==> config.mk <==
export PLATFORM = sky130hd
export DESIGN_NAME = collision_lane_scanner
export DESIGN_NICKNAME = d
export VERILOG_FILES = /design/src/rtl/collision_lane_scanner_pkg.sv /design/src/rtl/collision_lane_scanner_lowest_lane_encoder.sv /design/src/rtl/collision_lane_scanner.sv
export SDC_FILE = /design/constraint.sdc
export NUM_CORES = 1
export LEC_CHECK = 0
export CELL_PAD_IN_SITES_DETAIL_PLACEMENT = 1
export CELL_PAD_IN_SITES_GLOBAL_PLACEMENT = 1
export CORE_MARGIN = 4
export CORE_UTILIZATION = 39
export DETAILED_ROUTE_END_ITERATION = 10
export PLACE_DENSITY = 0.88
export SYNTH_ARGS = -nofsm -noshare
export SYNTH_HDL_FRONTEND = slang
export SYNTH_SLANG_ARGS = --single-unit
export TNS_END_PERCENT = 20
==> constraint.sdc <==
create_clock -name CLOCK_50 -period 2.22 [get_ports CLOCK_50]
set_input_delay 0.333 -clock CLOCK_50 [delete_from_list [all_inputs] [get_ports CLOCK_50]]
set_output_delay 0.333 -clock CLOCK_50 [all_outputs]
set_load 0.1 [all_outputs]
==> src/rtl/collision_lane_scanner_pkg.sv <==
// Shared definitions for the lane-collision scanner and the mux it drives.
package collision_lane_scanner_pkg;

    // Defaults shared with the 8:1 lane-collision mux instance.
    localparam int unsigned DATAWIDTH_SELECTOR_DEF = 3;
    localparam int unsigned NUM_LANES_DEF          = 7;

    // Scanner FSM encoding.
    typedef enum logic [1:0] {
        IDLE = 2'b00,
        SCAN = 2'b01,
        DONE = 2'b10
    } scan_state_e;

endpackage

==> src/rtl/collision_lane_scanner_lowest_lane_encoder.sv <==
// Priority encoder: lowest set bit of a hit vector as a 1-based lane index, 0 when empty.
module lowest_lane_encoder
    import collision_lane_scanner_pkg::*;
#(
    parameter int unsigned NUM_LANES          = NUM_LANES_DEF,
    parameter int unsigned DATAWIDTH_SELECTOR = DATAWIDTH_SELECTOR_DEF
) (
    input  logic [NUM_LANES-1:0]          lanes_i,
    output logic [DATAWIDTH_SELECTOR-1:0] lane_idx_c_o
);

    // Scan from the top down so the lowest set bit is the last one written.
    always_comb begin
        lane_idx_c_o = '0;
        for (int i = int'(NUM_LANES) - 1; i >= 0; i--) begin
            if (lanes_i[i]) begin
                lane_idx_c_o = DATAWIDTH_SELECTOR'(i + 1);
            end
        end
    end

endmodule

==> src/rtl/collision_lane_scanner.sv <==
// Walks the collision mux select through lanes 1..NUM_LANES and publishes the hit vector.
// Optional build macro COLLISION_SCANNER_STICKY_EN: Collision_Out becomes a sticky flag
// cleared by Clear_In; without it Collision_Out tracks only the last scan.
module collision_lane_scanner
    import collision_lane_scanner_pkg::*;
#(
    parameter int unsigned DATAWIDTH_SELECTOR = DATAWIDTH_SELECTOR_DEF,
    parameter int unsigned NUM_LANES          = NUM_LANES_DEF
) (
    input  logic                          CLOCK_50,
    input  logic                          RESET_InLow,
    input  logic                          Start_In,
    input  logic                          Hold_In,
    input  logic                          Clear_In,
    input  logic                          Z_Bit_In,
    output logic [DATAWIDTH_SELECTOR-1:0] Select_Bus_Out,
    output logic [NUM_LANES-1:0]          Lanes_Out,
    output logic                          Collision_Out,
    output logic [DATAWIDTH_SELECTOR-1:0] First_Lane_Out,
    output logic                          Busy_Out,
    output logic                          Done_Out
);

    localparam logic [DATAWIDTH_SELECTOR-1:0] SEL_ONE  = DATAWIDTH_SELECTOR'(1);
    localparam logic [DATAWIDTH_SELECTOR-1:0] SEL_LAST = DATAWIDTH_SELECTOR'(NUM_LANES);

    scan_state_e                   state_q, state_d;
    logic [DATAWIDTH_SELECTOR-1:0] sel_q, sel_d;
    logic [NUM_LANES-1:0]          w_q, w_d;
    logic [NUM_LANES-1:0]          lanes_q, lanes_d;
    logic                          coll_q, coll_d;
    logic [DATAWIDTH_SELECTOR-1:0] first_q, first_d;
    logic                          busy_q, busy_d;
    logic                          done_q, done_d;

    logic                          step_c;
    logic                          last_c;
    logic [NUM_LANES-1:0]          w_merged_c;
    logic [DATAWIDTH_SELECTOR-1:0] hit_idx_c;

    assign step_c = (state_q == SCAN) && !Hold_In;
    assign last_c = step_c && (sel_q == SEL_LAST);

    // Work vector with the current lane's sample merged in.
    always_comb begin
        w_merged_c = w_q;
        for (int i = 0; i < int'(NUM_LANES); i++) begin
            if (sel_q == DATAWIDTH_SELECTOR'(i + 1)) begin
                w_merged_c[i] = Z_Bit_In;
            end
        end
    end

    lowest_lane_encoder #(
        .NUM_LANES          (NUM_LANES),
        .DATAWIDTH_SELECTOR (DATAWIDTH_SELECTOR)
    ) u_lowest_lane_encoder (
        .lanes_i      (w_merged_c),
        .lane_idx_c_o (hit_idx_c)
    );

    // FSM state register.
    always_ff @(posedge CLOCK_50 or negedge RESET_InLow) begin
        if (!RESET_InLow) begin
            state_q <= IDLE;
        end else begin
            state_q <= state_d;
        end
    end

    // FSM next-state logic.
    always_comb begin
        state_d = state_q;
        case (state_q)
            IDLE:    if (Start_In) state_d = SCAN;
            SCAN:    if (last_c)   state_d = DONE;
            DONE:    state_d = IDLE;
            default: state_d = IDLE;
        endcase
    end

    // FSM status outputs, registered alongside the state.
    always_comb begin
        busy_d = (state_d != IDLE);
        done_d = (state_d == DONE);
    end

    // Select walk, sample collection and result capture at scan completion.
    always_comb begin
        sel_d   = sel_q;
        w_d     = w_q;
        lanes_d = lanes_q;
        first_d = first_q;
        coll_d  = coll_q;
        case (state_q)
            IDLE: begin
                sel_d = '0;
                if (Start_In) begin
                    sel_d = SEL_ONE;
                    w_d   = '0;
                end
            end
            SCAN: begin
                if (step_c) begin
                    w_d = w_merged_c;
                    if (last_c) begin
                        sel_d   = '0;
                        lanes_d = w_merged_c;
                        first_d = hit_idx_c;
                    end else begin
                        sel_d = sel_q + SEL_ONE;
                    end
                end
            end
            default: sel_d = '0;
        endcase
`ifdef COLLISION_SCANNER_STICKY_EN
        // Clear takes effect before the new result is folded in.
        if (Clear_In) coll_d = 1'b0;
        if (last_c)   coll_d = coll_d | (|w_merged_c);
`else
        if (last_c)   coll_d = |w_merged_c;
`endif
    end

`ifndef COLLISION_SCANNER_STICKY_EN
    logic unused_clear_c;
    assign unused_clear_c = Clear_In;
`endif

    // Datapath and output registers.
    always_ff @(posedge CLOCK_50 or negedge RESET_InLow) begin
        if (!RESET_InLow) begin
            sel_q   <= '0;
            w_q     <= '0;
            lanes_q <= '0;
            coll_q  <= 1'b0;
            first_q <= '0;
            busy_q  <= 1'b0;
            done_q  <= 1'b0;
        end else begin
            sel_q   <= sel_d;
            w_q     <= w_d;
            lanes_q <= lanes_d;
            coll_q  <= coll_d;
            first_q <= first_d;
            busy_q  <= busy_d;
            done_q  <= done_d;
        end
    end

    assign Select_Bus_Out = sel_q;
    assign Lanes_Out      = lanes_q;
    assign Collision_Out  = coll_q;
    assign First_Lane_Out = first_q;
    assign Busy_Out       = busy_q;
    assign Done_Out       = done_q;

endmodule
==> impl_metrics.yaml <==
sta:
  fin_crit_ns: 1.955
  finalHoldViolCount: 0
  setup_tns_ns: 0
  setup_viol: 0
  fmax_ghz: 0.5114
  setup_slack_ns: 0.2646
  period_share_pct: 88.08
  drv_slew: 0
  relSlewSlack_pct: 65.96
  worstMarginPinSlew_ns: 0.5063
  grt_setup_unrepaired: "false"
  clock_skew_ns: 0.01077
worst_setup_path:
  r2r_start: "Select_Bus_Out[0]$_DFFE_PN0P_"
  worstSetupStartpointType: "register"
  r2r_setup_slack_ns: 0.26
  crit_path_end_kind: "register"
  reg2reg_to: "First_Lane_Out[2]$_DFFE_PN0P_"
  timing.critical_path.mode_cell: "ha_1"
  crit_family: "adder cells"
  reg2reg_depth: 6
  crit_slowest_cell: "dfrtp_2"
  crit_arrival_ns: 2.17
  worst-setup-path-type: "reg -> reg"
  cp_cell_sequence: "ha_1, ha_1, nand2b_1, a221oi_1, nand2_1, a22o_1"
  cp.buffers_inverters: 0
  path_max_fanout: 8
  critPathRequiredTime_ns: 2.43
  cp_slowest_stage_delay_ns: 0.47
grt:
  antenna_found_initial: 0
  grt_max_degree: 26
  overflow: 0
  grt_pass1_wl_um: 5506
  grt.total_usage_pct: 16.59
  grt_pass1_vias: 1159
yosys:
  syn_inst: 132
  syn_nets: 144
  yosysWarnings: 0
  ys_seq_area_share_pct: 49.46
  synth_area_per_cell_um2: 9.583
  synthArstFlopShare_pct: 100.0
  ys_types: 35
  synth_edf_count: 0
  ys_seq_elements: 25
  synth_ff_type: "dfrtp_1"
  syn_area_um2: 1265
cts:
  cts_tree: "done"
  h-tree-depth: 1
  clock-sinks: 25
  ctsResizeCount: 0
  hold_buffers: 0
  insertion_delay_ns: 0.32
  clk_path_buf_depth: 2
  cts-root-buf: "clkbuf_4"
  clk_pin_slew_worst_paths_ns: 0.14
  cts_setup_buffers: 0
  cts_inserted_buffers: 3
drt:
  vias: 1048
  first_pass_iters: 4
  wl_per_cell_um: 15.72
  ant_nets: 0
  drt-total-wl_um: 3159
  drc: 0
  drtIter0Drc: 45
  routed_via_density: 5.214
cells_and_area:
  drive_above_1_share_pct: 21.66
  fin_util_pct: 49.59
  layout.nets: 170
  final_common_cell: "dfrtp_1"
  layout_common_cells: "dfrtp_1 (22), buf_4 (21), nand2_1 (19), a21oi_1 (11), o21ai_1 (10)"
  antennaDiodeCount: 0
  syn2layout_area_growth_pct: 20.67
  instances_no_fill: 201
floorplanning:
  pin_count: 22
  fp.dieArea_um2: 4219
  coreArea_um2: 3078
  die_height_um: 64.95
  start_util_pct: 41.10
  die_w_um: 64.95
  std_cell_rows: 20
placed_design:
  gp_congestion: 0.8543
  dp_hpwl_um: 2506
  placedCellCount: 197
  port-buffer-count: 20
  dp_slack_ns: 0.2307
flow_run:
  cap_violations: 0
status:
  outcome: "completed"
min_path:
  hold_class: "in -> async"
[worst max path at each step]
stage / startpoint / cells past startpoint / endpoint
2_1_floorplan: Select_Bus_Out[0]$_DFFE_PN0P_ / 6 / First_Lane_Out[2]$_DFFE_PN0P_
3_3_place_gp: Z_Bit_In / 4 / First_Lane_Out[1]$_DFFE_PN0P_
3_5_place_dp: Z_Bit_In / 4 / First_Lane_Out[1]$_DFFE_PN0P_
4_1_cts: Select_Bus_Out[0]$_DFFE_PN0P_ / 6 / First_Lane_Out[2]$_DFFE_PN0P_
5_1_grt: Select_Bus_Out[0]$_DFFE_PN0P_ / 7 / First_Lane_Out[1]$_DFFE_PN0P_
6_report: Select_Bus_Out[0]$_DFFE_PN0P_ / 6 / First_Lane_Out[2]$_DFFE_PN0P_
[kinds of logic after synthesis]
| family | count (synthesis) | synth area share (%) |
|---|---|---|
| flip-flops | 25 | 49.46 |
| adder cells (fa/ha/maj) | 6 | 5.935 |
| multiplexers | 4 | 3.165 |
| AO/OA/AOI/OAI | 41 | 19.68 |
| AND/OR/NAND/NOR | 46 | 18.30 |
| buffers and inverters | 10 | 3.462 |
[layout make-up]
cell class | instances | area [um^2]
repair buffers | 25 | 197.7
multi-input cells | 97 | 595.6
well taps | 44 | 55.05
inverters | 6 | 22.52
fillers | 368 | 1551
clock buffers | 4 | 26.28
flip-flops and latches | 25 | 629.4
[routing by layer]
layer  track usage [%]  share of wire [%]  up-vias
met5                 0                  0        -
met4             2.375                  0        0
met3             2.426                4.7        0
met2             31.67                 52       28
met1             19.80                 43      507
li1                  -                  -      513
[flip-flops by register name, summed over array words and instances, names as in the netlist]
signal,flops
Busy_Out,1
Collision_Out,1
Done_Out,1
First_Lane_Out,3
Lanes_Out,7
Select_Bus_Out,3
state_q,2
w_q,7
[cell usage after synthesis, types with 2 or more instances]
master	count	area [um^2]
o21ai_1	10	50.05
a21o_1	2	15.01
mux2i_1	4	40.04
inv_1	2	7.510
inv_2	3	11.26
a221o_1	2	20.02
a31oi_1	2	12.51
nand2b_1	4	25.02
a21oi_1	11	55.05
nand3b_1	2	15.01
nand2_2	2	12.51
dfrtp_1	25	625.6
o21ai_0	6	30.03
nor2_1	9	33.78
buf_2	2	10.01
nand2_1	19	71.32
ha_1	6	75.07
nor3_1	2	10.01
nor2b_1	3	18.77
[through the flow]
stage / hold WS [ns] / area (um^2)
after floorplan: 0.03741 / 1269
after global placement: 0.4528 / 1500
after detailed placement: 0.4668 / 1500
after CTS: 0.3747 / 1526
after global routing: 0.4025 / 1526
final: 0.3616 / 1526
Power is left out: the tool's default activity adds up to more than one toggle a clock period on the data nets, which glitch-free logic cannot reach.
